`config.mk`:
```
export PLATFORM = sky130hd
export DESIGN_NAME = spram32_bridge_flat
export DESIGN_NICKNAME = d
export VERILOG_FILES = /design/src/rtl/spram32_bridge_if.sv /design/src/rtl/spram32_bridge.sv /design/src/flat_wrapper.sv
export SDC_FILE = /design/constraint.sdc
export NUM_CORES = 1
export LEC_CHECK = 0
export BUFFER_PORTS_ARGS = -buffer_cell sky130_fd_sc_hd__buf_2
export CAP_MARGIN = 20
export CORE_MARGIN = 8
export CORE_UTILIZATION = 40
export DETAILED_ROUTE_END_ITERATION = 6
export PLACE_DENSITY = 0.65
export SYNTH_ARGS = -nofsm -noshare
export SYNTH_HDL_FRONTEND = slang
export SYNTH_SLANG_ARGS = --single-unit
```
`constraint.sdc`:
```
create_clock -name clk -period 3.45 [get_ports clk]
set_clock_uncertainty 0.2 [all_clocks]
set_input_delay 0.1725 -clock clk [delete_from_list [all_inputs] [get_ports clk]]
set_output_delay 0.1725 -clock clk [all_outputs]
set_load 0.05 [all_outputs]
```
`src/rtl/spram32_bridge_if.sv`:
```
// Request/response bundle between the RV32I word memory port and the SPRAM bridge.
// The master issues valid/ready word requests; the slave answers with a one-cycle
// rsp_valid pulse (no response backpressure).
interface spram32_bridge_if;
   logic        req_valid;
   logic        req_ready;
   logic [12:0] req_addr;
   logic        req_we;
   logic [3:0]  req_be;
   logic [31:0] req_wdata;
   logic        rsp_valid;
   logic [31:0] rsp_rdata;

   modport master (
      output req_valid,
      output req_addr,
      output req_we,
      output req_be,
      output req_wdata,
      input  req_ready,
      input  rsp_valid,
      input  rsp_rdata
   );

   modport slave (
      input  req_valid,
      input  req_addr,
      input  req_we,
      input  req_be,
      input  req_wdata,
      output req_ready,
      output rsp_valid,
      output rsp_rdata
   );
endinterface

```
`src/rtl/spram32_bridge.sv`:
```
// spram32_bridge: splits each 32-bit word access into up to two 16-bit accesses on a
// single 16K x 16 SPRAM, low half first. Byte enables become SPRAM nibble masks.
// All SPRAM-facing controls come straight from flops, loaded with the values for the
// state being entered, so the SPRAM sees clean registered inputs.
module spram32_bridge #(
   parameter bit FAST_WRITE = 1'b1
) (
   input  logic               clk,
   input  logic               resetb,
   spram32_bridge_if.slave    bus,
   output logic [13:0]        spram_addr,
   output logic [15:0]        spram_din,
   output logic [3:0]         spram_maskwren,
   output logic               spram_wren,
   input  logic [15:0]        spram_dout
);

   typedef enum logic [1:0] {
      ST_IDLE   = 2'd0,
      ST_ACC_LO = 2'd1,
      ST_ACC_HI = 2'd2,
      ST_RSP    = 2'd3
   } state_t;

   state_t      state_q, state_d;
   logic [12:0] addr_q, addr_d;
   logic        we_q, we_d;
   logic [3:0]  be_q, be_d;
   logic [31:0] wdata_q, wdata_d;
   logic [15:0] lo_q, lo_d;
   logic [13:0] spram_addr_q, spram_addr_d;
   logic [15:0] spram_din_q, spram_din_d;
   logic [3:0]  mask_q, mask_d;
   logic        wren_q, wren_d;
   logic        rsp_valid_q, rsp_valid_d;
   logic        accept_s;

   // Two enabled bytes of one 16-bit half map onto four SPRAM nibble write enables.
   function automatic logic [3:0] be_to_mask(input logic [1:0] be_pair);
      return {be_pair[1], be_pair[1], be_pair[0], be_pair[0]};
   endfunction

   // Next-state, capture and SPRAM-control computation for the state being entered.
   always_comb begin
      state_d      = state_q;
      addr_d       = addr_q;
      we_d         = we_q;
      be_d         = be_q;
      wdata_d      = wdata_q;
      lo_d         = lo_q;
      spram_addr_d = spram_addr_q;
      spram_din_d  = spram_din_q;
      mask_d       = 4'b0000;
      wren_d       = 1'b0;
      rsp_valid_d  = 1'b0;
      accept_s     = bus.req_valid && (state_q == ST_IDLE);

      case (state_q)
         ST_IDLE: begin
            if (accept_s) begin
               addr_d  = bus.req_addr;
               we_d    = bus.req_we;
               be_d    = bus.req_be;
               wdata_d = bus.req_wdata;
               if (FAST_WRITE && bus.req_we && (bus.req_be == 4'b0000)) begin
                  state_d = ST_RSP;
               end else if (FAST_WRITE && bus.req_we && (bus.req_be[1:0] == 2'b00)) begin
                  state_d = ST_ACC_HI;
               end else begin
                  state_d = ST_ACC_LO;
               end
            end else begin
               state_d = ST_IDLE;
            end
         end
         ST_ACC_LO: begin
            if (FAST_WRITE && we_q && (be_q[3:2] == 2'b00)) begin
               state_d = ST_RSP;
            end else begin
               state_d = ST_ACC_HI;
            end
         end
         ST_ACC_HI: begin
            // The low-half read issued in ACC_LO is on spram_dout now.
            if (!we_q) begin
               lo_d = spram_dout;
            end else begin
               lo_d = lo_q;
            end
            state_d = ST_RSP;
         end
         ST_RSP: begin
            state_d = ST_IDLE;
         end
         default: begin
            state_d = ST_IDLE;
         end
      endcase

      // SPRAM controls registered for the state entered on the next edge; IDLE/RSP
      // keep the last address and never write.
      case (state_d)
         ST_ACC_LO: begin
            spram_addr_d = {addr_d, 1'b0};
            spram_din_d  = wdata_d[15:0];
            wren_d       = we_d;
            mask_d       = we_d ? be_to_mask(be_d[1:0]) : 4'b0000;
         end
         ST_ACC_HI: begin
            spram_addr_d = {addr_d, 1'b1};
            spram_din_d  = wdata_d[31:16];
            wren_d       = we_d;
            mask_d       = we_d ? be_to_mask(be_d[3:2]) : 4'b0000;
         end
         ST_RSP: begin
            rsp_valid_d = 1'b1;
         end
         default: begin
            rsp_valid_d = 1'b0;
         end
      endcase
   end

   // State and datapath registers with synchronous active-low reset.
   always_ff @(posedge clk) begin
      if (!resetb) begin
         state_q      <= ST_IDLE;
         addr_q       <= 13'd0;
         we_q         <= 1'b0;
         be_q         <= 4'b0000;
         wdata_q      <= 32'h0000_0000;
         lo_q         <= 16'h0000;
         spram_addr_q <= 14'd0;
         spram_din_q  <= 16'h0000;
         mask_q       <= 4'b0000;
         wren_q       <= 1'b0;
         rsp_valid_q  <= 1'b0;
      end else begin
         state_q      <= state_d;
         addr_q       <= addr_d;
         we_q         <= we_d;
         be_q         <= be_d;
         wdata_q      <= wdata_d;
         lo_q         <= lo_d;
         spram_addr_q <= spram_addr_d;
         spram_din_q  <= spram_din_d;
         mask_q       <= mask_d;
         wren_q       <= wren_d;
         rsp_valid_q  <= rsp_valid_d;
      end
   end

   // Write strobes are qualified by resetb so a reset raised mid-access stops the
   // half in flight from being committed on the same edge that resets the bridge.
   assign spram_wren     = wren_q & resetb;
   assign spram_maskwren = mask_q & {4{resetb}};
   assign spram_addr     = spram_addr_q;
   assign spram_din      = spram_din_q;

   assign bus.req_ready  = (state_q == ST_IDLE);
   assign bus.rsp_valid  = rsp_valid_q;
   // High half arrives from the SPRAM in the RSP cycle itself; low half was parked in lo_q.
   assign bus.rsp_rdata  = (rsp_valid_q && !we_q) ? {spram_dout, lo_q} : 32'h0000_0000;

endmodule
```
`src/flat_wrapper.sv`:
```
// flat-port wrapper written by rule: the top's interface ports become plain ports
module spram32_bridge_flat 
#(
   parameter bit FAST_WRITE = 1'b1
)
  (clk, resetb, spram_addr, spram_din, spram_maskwren, spram_wren, spram_dout, bus_req_valid, bus_req_addr, bus_req_we, bus_req_be, bus_req_wdata, bus_req_ready, bus_rsp_valid, bus_rsp_rdata);
  spram32_bridge_if bus_i ();
  input  logic clk;
  input  logic resetb;
  output logic [13:0] spram_addr;
  output logic [15:0] spram_din;
  output logic [3:0] spram_maskwren;
  output logic spram_wren;
  input  logic [15:0] spram_dout;
  input wire logic [$bits(bus_i.req_valid)-1:0] bus_req_valid;
  input wire logic [$bits(bus_i.req_addr)-1:0] bus_req_addr;
  input wire logic [$bits(bus_i.req_we)-1:0] bus_req_we;
  input wire logic [$bits(bus_i.req_be)-1:0] bus_req_be;
  input wire logic [$bits(bus_i.req_wdata)-1:0] bus_req_wdata;
  output wire logic [$bits(bus_i.req_ready)-1:0] bus_req_ready;
  output wire logic [$bits(bus_i.rsp_valid)-1:0] bus_rsp_valid;
  output wire logic [$bits(bus_i.rsp_rdata)-1:0] bus_rsp_rdata;
  assign bus_i.req_valid = bus_req_valid;
  assign bus_i.req_addr = bus_req_addr;
  assign bus_i.req_we = bus_req_we;
  assign bus_i.req_be = bus_req_be;
  assign bus_i.req_wdata = bus_req_wdata;
  assign bus_req_ready = bus_i.req_ready;
  assign bus_rsp_valid = bus_i.rsp_valid;
  assign bus_rsp_rdata = bus_i.rsp_rdata;
  spram32_bridge #(.FAST_WRITE(FAST_WRITE)) u_core (.clk(clk), .resetb(resetb), .bus(bus_i), .spram_addr(spram_addr), .spram_din(spram_din), .spram_maskwren(spram_maskwren), .spram_wren(spram_wren), .spram_dout(spram_dout));
endmodule
```
==> impl_metrics.tcl, run 1 <==
set metrics [dict create \
    grt_start_max_net_pins 61 \
    status "completed" \
    first_iter_violations 188 \
    sw_frac_of_total_pct 37.3 \
    drc 0 \
    placedCellCount 733 \
    path_clk_slew_ns 0.09 \
    coreArea_um2 10700 \
    power_density_nw_per_um2 575 \
    routed-wl-met2_mm 5.68 \
    die_h_um 120 \
    area_delta_synth_final_pct 36.7 \
    ir_drop_mv 0.260 \
    required_ns 3.50 \
    max_clock_freq_ghz 0.321 \
    overflow 0 \
    gr-usage-all-layers_pct 16.2 \
    worst_setup_path_end_kind "flop" \
    pre_cts_slack_ns 0.492 \
    hold_violations 0 \
    synth_edf_count 0 \
    max_cap_violations 0 \
    ys.flop_type "dfxtp_1" \
    yosys_warnings 0 \
    synth-compound-area-share_pct 16.1 \
    routedWlPerCell_um 14.3 \
    synth.most_common_cell "nand2_1" \
    initial_utilization_pct 40.3 \
    synth.largest_area_cell "dfxtp_1" \
    place_hpwl_mm 7.58 \
    insertion_delay_ns 0.36 \
    power_frac_comb_pct 35.0 \
    rsz0062_at_grt "no" \
    htreeDepth 3 \
    maxUsedRoutingLayer "met4" \
    cts_tree "built" \
    cts.sinks 102 \
    via_per_inst 4.89 \
    synth_cells 489 \
    synth_area_leaders "dfxtp_1 (47%), nand2_1 (12%), mux4_2 (7.8%)" \
    clock_path_buffers 2 \
    critPathKind "input pin to flop" \
    synth_top_area_share_pct 47.4 \
    numCtsBuffers 9 \
    cts-root-buf "clkbuf_8" \
    met1_length_mm 4.88 \
    n_fill_cell 961 \
    seqPwrFrac_pct 41.7 \
    ys_ff_latch 102 \
    grt_pass1_vias 4029 \
    yosys.area_share.xor_xnor_pct 0 \
    p_int_mw 2.13 \
    setup_viol 0 \
    synth_fp_nets 565 \
    hold_class "input pin to flop" \
    setup_slack_ns 0.331 \
    arrival_ns 3.17 \
    via_count 3977 \
    worst_hold_slack_ns 0.0343 \
    drv_slew 0 \
    cellLeakagePower_nw 2.54 \
    power_frac_clock_pct 23.3 \
    syn_area_per_cell_um2 8.81 \
    grt_first_pass_wirelength_mm 19.3 \
    final_cells 814 \
    ys_seq_area_share_pct 47.4 \
    nets 745 \
    synth_area_um2 4310 \
    rows 38 \
    wl_met3_um 868 \
    worst-path-max-fanout 20 \
    min_period_over_period_pct 90.4 \
    dr.pass1.iters 4 \
    drive_above_1_share_pct 26.2 \
    dieArea_um2 14400 \
    synth_mux_area_share_pct 8.53 \
    die_w_um 120 \
    tns_ns 0 \
    slew_headroom_pct 34.1 \
    drtAntennaViolNets 0 \
    io_pins 138 \
    synth_common_cells "nand2_1 (134), dfxtp_1 (102), a21oi_1 (62)" \
    synthArstFlopShare_pct 0 \
    worst_setup_path_start_kind "input pin" \
    yosys.area_share.adder_pct 2.03 \
    report.power.total_mw 3.39 \
    synth_top_family_by_area "simple AND/OR/NAND/NOR gates" \
    antenna_found_initial 1 \
    p_switching_mw 1.27 \
    period_needed_ns 3.12 \
    synth_cell_types 35 \
    io_buffers 137 \
    tightest_slew_ns 0.987 \
    wl_mm 11.7 \
    synth-simple-area-share_pct 21.0 \
    gp_congestion 0.756 \
]
-- cells by family (layout without fill, tap and decap cells) --
kind of cell | after synthesis | in the layout
AOI/OAI and AO/OA | 110 | 110
adders and majority gates | 7 | 7
buffers and inverters | 47 | 231
DFF | 102 | 102
muxes | 18 | 18
other | 0 | 1
and+or+nand+nor | 205 | 205
-- worst paths after layout --
path | startpoint | endpoint | slack [ns] | cells after the start
setup / recovery | bus_req_be[0] | u_core.spram_din[11] | 0.33 | 8
hold reg to reg | u_core.wdata_q[21] | u_core.wdata_q[21] | 0.26 | 2
setup reg to reg | u_core.state_q[0] | u_core.spram_din[11] | 0.43 | 7
hold / removal | bus_req_we | u_core.we_q | 0.03 | 3
-- cells in the final DEF, fill, tap and decap left out, types with 3 or more instances in the layout --
cell type,count
o21ai_0,5
nand3_1,3
clkbuf_8,9
a21boi_0,5
o21a_1,5
mux2i_1,3
mux4_2,15
inv_1,5
a21oi_1,62
buf_2,137
and2_1,37
a311oi_1,13
dfxtp_1,102
ha_1,7
and3_1,5
nor2_1,18
dlygate4sd3_1,65
o2bb2ai_1,15
buf_4,7
nand2_1,134
-- metal layers --
metal	GRT usage [%]	vias to the layer above
met1	18.1	1831
met5	0	-
met3	5.64	17
met2	27.8	115
met4	6.25	0
li1	-	2014
-- area by class of cell --
type                       count  area (µm²)  area share [%]
antenna                        1        2.50          0.0425
clock buffer                  11         131            2.23
clock inverter                 4        72.6            1.23
inverter                       7        26.3           0.446
multi-input combinational    340        2050            34.9
sequential                   102        2040            34.6
tap                          140         175            2.97
timing repair buffer         209        1390            23.6
-- what timing repair did --
| item | in CTS | in global routing |
|---|---|---|
| buffers inserted | 0 | 0 |
| endpoints found under the hold margin | 82 | 0 |
| hold buffers | 65 | 0 |
| gates resized for setup | 0 | 0 |
| setup endpoints to repair | 0 | 0 |
-- power groups by stage --
stage	clock network (mW)	registers [mW]	logic (mW)
final	0.791	1.41	1.19
after detailed placement	0	1.44	1.13
after floorplan	0	1.75	0.548
after global routing	0.862	1.43	1.29
after CTS	0.814	1.41	1.19
after global placement	0	1.44	1.11
-- critical path: stages --
cell           delay, ns
dlygate4sd3_1       0.53
buf_2               0.12
or3b_2              0.47
o21ai_0             0.33
a21o_1              0.18
ha_1                0.80
mux4_2              0.42
o2bb2ai_1           0.13
-- flip-flops by register name (all words and copies together) (netlist names) --
signal	count
u_core.wdata_q	32
u_core.lo_q	16
u_core.spram_din	16
u_core.spram_addr	14
u_core.addr_q	13
u_core.be_q	4
u_core.mask_q	2
u_core.state_q	2
u_core.bus.rsp_valid	1
u_core.we_q	1
u_core.wren_q	1
-- stage by stage --
step | utilization (%) | area [µm²]
3_3_place_gp | 47.1 | 5040
2_1_floorplan | - | 4310
3_5_place_dp | 47.1 | 5040
4_1_cts | 55.1 | 5890
6_report | 55.1 | 5890
5_1_grt | 55.1 | 5890
Power figures use the tool's default switching activity.
==> inputs of run 2 (changes only) <==
GPL_TIMING_DRIVEN = 0   (was unset)
clock period = 3.2 ns   (was 3.45 ns; I/O delays follow)
==> run 2 against run 1 <==
Clock power grew 0.9%. Flip-flop and latch count stayed put. Clock-buffer cell count up 2. Global-route usage increased by 1.9 points. Combinational power up 13%. Non-clock buffer count up 35. Sequential share of layout area shrank 0.88 points. Sequential power increased by 9%. Critical endpoint is now u_core.spram_addr[4]. Largest power group unchanged.
==> impl_metrics.tcl, run 2 (synthesis results as in run 1) <==
set metrics [dict create \
    reg2reg_from "u_core.state_q[0]" \
    cts.sinks 102 \
    tightest_slew_ns 0.622 \
    die_w_um 120 \
    die_h_um 120 \
    drtAntennaViolNets 0 \
    drv_slew 0 \
    grt_first_pass_wirelength_mm 21.2 \
    clock_path_buffers 2 \
    layout_commonest_cell "buf_2" \
    worst_hold_slack_ns 0.0666 \
    status "completed" \
    rsz0062_at_grt "no" \
    arrival_ns 3.00 \
    cts_tree "built" \
    required_ns 3.23 \
    drive_above_1_share_pct 25.8 \
    path_clk_slew_ns 0.09 \
    max_cap_violations 0 \
    hold_start "bus_req_valid" \
    dieArea_um2 14400 \
    via_per_inst 4.91 \
    overflow 0 \
    nets 780 \
    first_iter_violations 224 \
    worst_setup_path_start_kind "flop" \
    setup_slack_ns 0.234 \
    htreeDepth 3 \
    gr-usage-all-layers_pct 18.1 \
    critPathKind "flop to flop" \
    io_buffers 137 \
    n_fill_cell 957 \
    num_antenna_cells 0 \
    place_hpwl_mm 9.12 \
    largest_register_ffs 32 \
    worst_setup_path_end_kind "flop" \
    insertion_delay_ns 0.37 \
    ir_drop_mv 0.269 \
    min_period_over_period_pct 92.7 \
    dr.pass1.iters 4 \
    cellLeakagePower_nw 2.60 \
    pre_cts_slack_ns -0.277 \
    crit_start "u_core.state_q[0]" \
    max_clock_freq_ghz 0.337 \
    rows 38 \
    period_needed_ns 2.97 \
    grt_pass1_vias 4331 \
    slew_headroom_pct 58.5 \
    io_pins 138 \
    setup_viol 0 \
    drc 0 \
    regMostFlops "u_core.wdata_q" \
    tns_ns 0 \
    hold_class "input pin to flop" \
    power_density_nw_per_um2 607 \
    cts-root-buf "clkbuf_8" \
    gp_congestion 0.819 \
    grt_start_max_net_pins 20 \
    worst-path-max-fanout 19 \
    wl_mm 13.0 \
    hold_violations 0 \
    numCtsBuffers 9 \
    antenna_found_initial 0 \
    via_count 4168 \
    area_delta_synth_final_pct 40.3 \
    coreArea_um2 10700 \
    initial_utilization_pct 40.3 \
    routedWlPerCell_um 15.3 \
    layout_common_cells "buf_2 (141), nand2_1 (134), dfxtp_1 (102)" \
]
[run 2: per-layer routing]
layer	share of wire [%]	GRT usage, %
met5	0	0
met4	2.1	6.95
met3	6.6	4.60
met2	51	32.3
met1	40	20.3
[run 2: per-stage QoR]
step	util [%]	power [mW]	instances	cell area, µm²
finish	56.5	3.67	849	6050
CTS	56.4	3.69	848	6040
detailed placement	48.4	2.83	766	5170
floorplan	-	2.48	489	4310
global placement	48.4	2.81	766	5170
global route	56.5	3.86	849	6050
[run 2: power by group]
group | internal [mW] | switching [mW]
logic | 0.446 | 0.902
clock network | 0.364 | 0.434
registers | 1.44 | 0.0845
[run 2: path summary, 6_finish.rpt]
kind                                        endpoint  slack [ns]  cells after the start
worst max-delay path            u_core.spram_addr[4]        0.23                     11
worst min-delay path                     u_core.we_q        0.07                      3
worst max register to register  u_core.spram_addr[4]        0.23                     11
worst min register to register       u_core.lo_q[15]        0.26                      2
[run 2: cell type report]
| type | instances | area (µm²) | share of cell area, % |
|---|---|---|---|
| plain buffers | 39 | 191 | 3.17 |
| clock buffers | 13 | 139 | 2.30 |
| clock inverters | 3 | 45.0 | 0.745 |
| inverters | 7 | 26.3 | 0.435 |
| multi-input cells | 340 | 2060 | 34.1 |
| flip-flops and latches | 102 | 2040 | 33.8 |
| well taps | 140 | 175 | 2.90 |
| repair buffers | 205 | 1360 | 22.6 |
[run 2: timing repair]
action                                  4_1_cts  5_1_grt
endpoints found under the setup margin       16       20
pin swaps                                     0        1
endpoints found under the hold margin        83        0
buffers inserted                              0        1
gates cloned                                  0        0
resized for setup                             5        7
hold buffers                                 67        0
[run 2: critical path, stage by stage, from the launching register on]
cell and delay [ns]:
dfxtp_1 0.33, inv_1 0.10, ha_2 0.25, and2_4 0.16, buf_6 0.15, buf_4 0.20
o21ai_0 0.16, a21o_1 0.21, ha_1 0.34, inv_2 0.29, clkbuf_2 0.30, a311oi_1 0.13
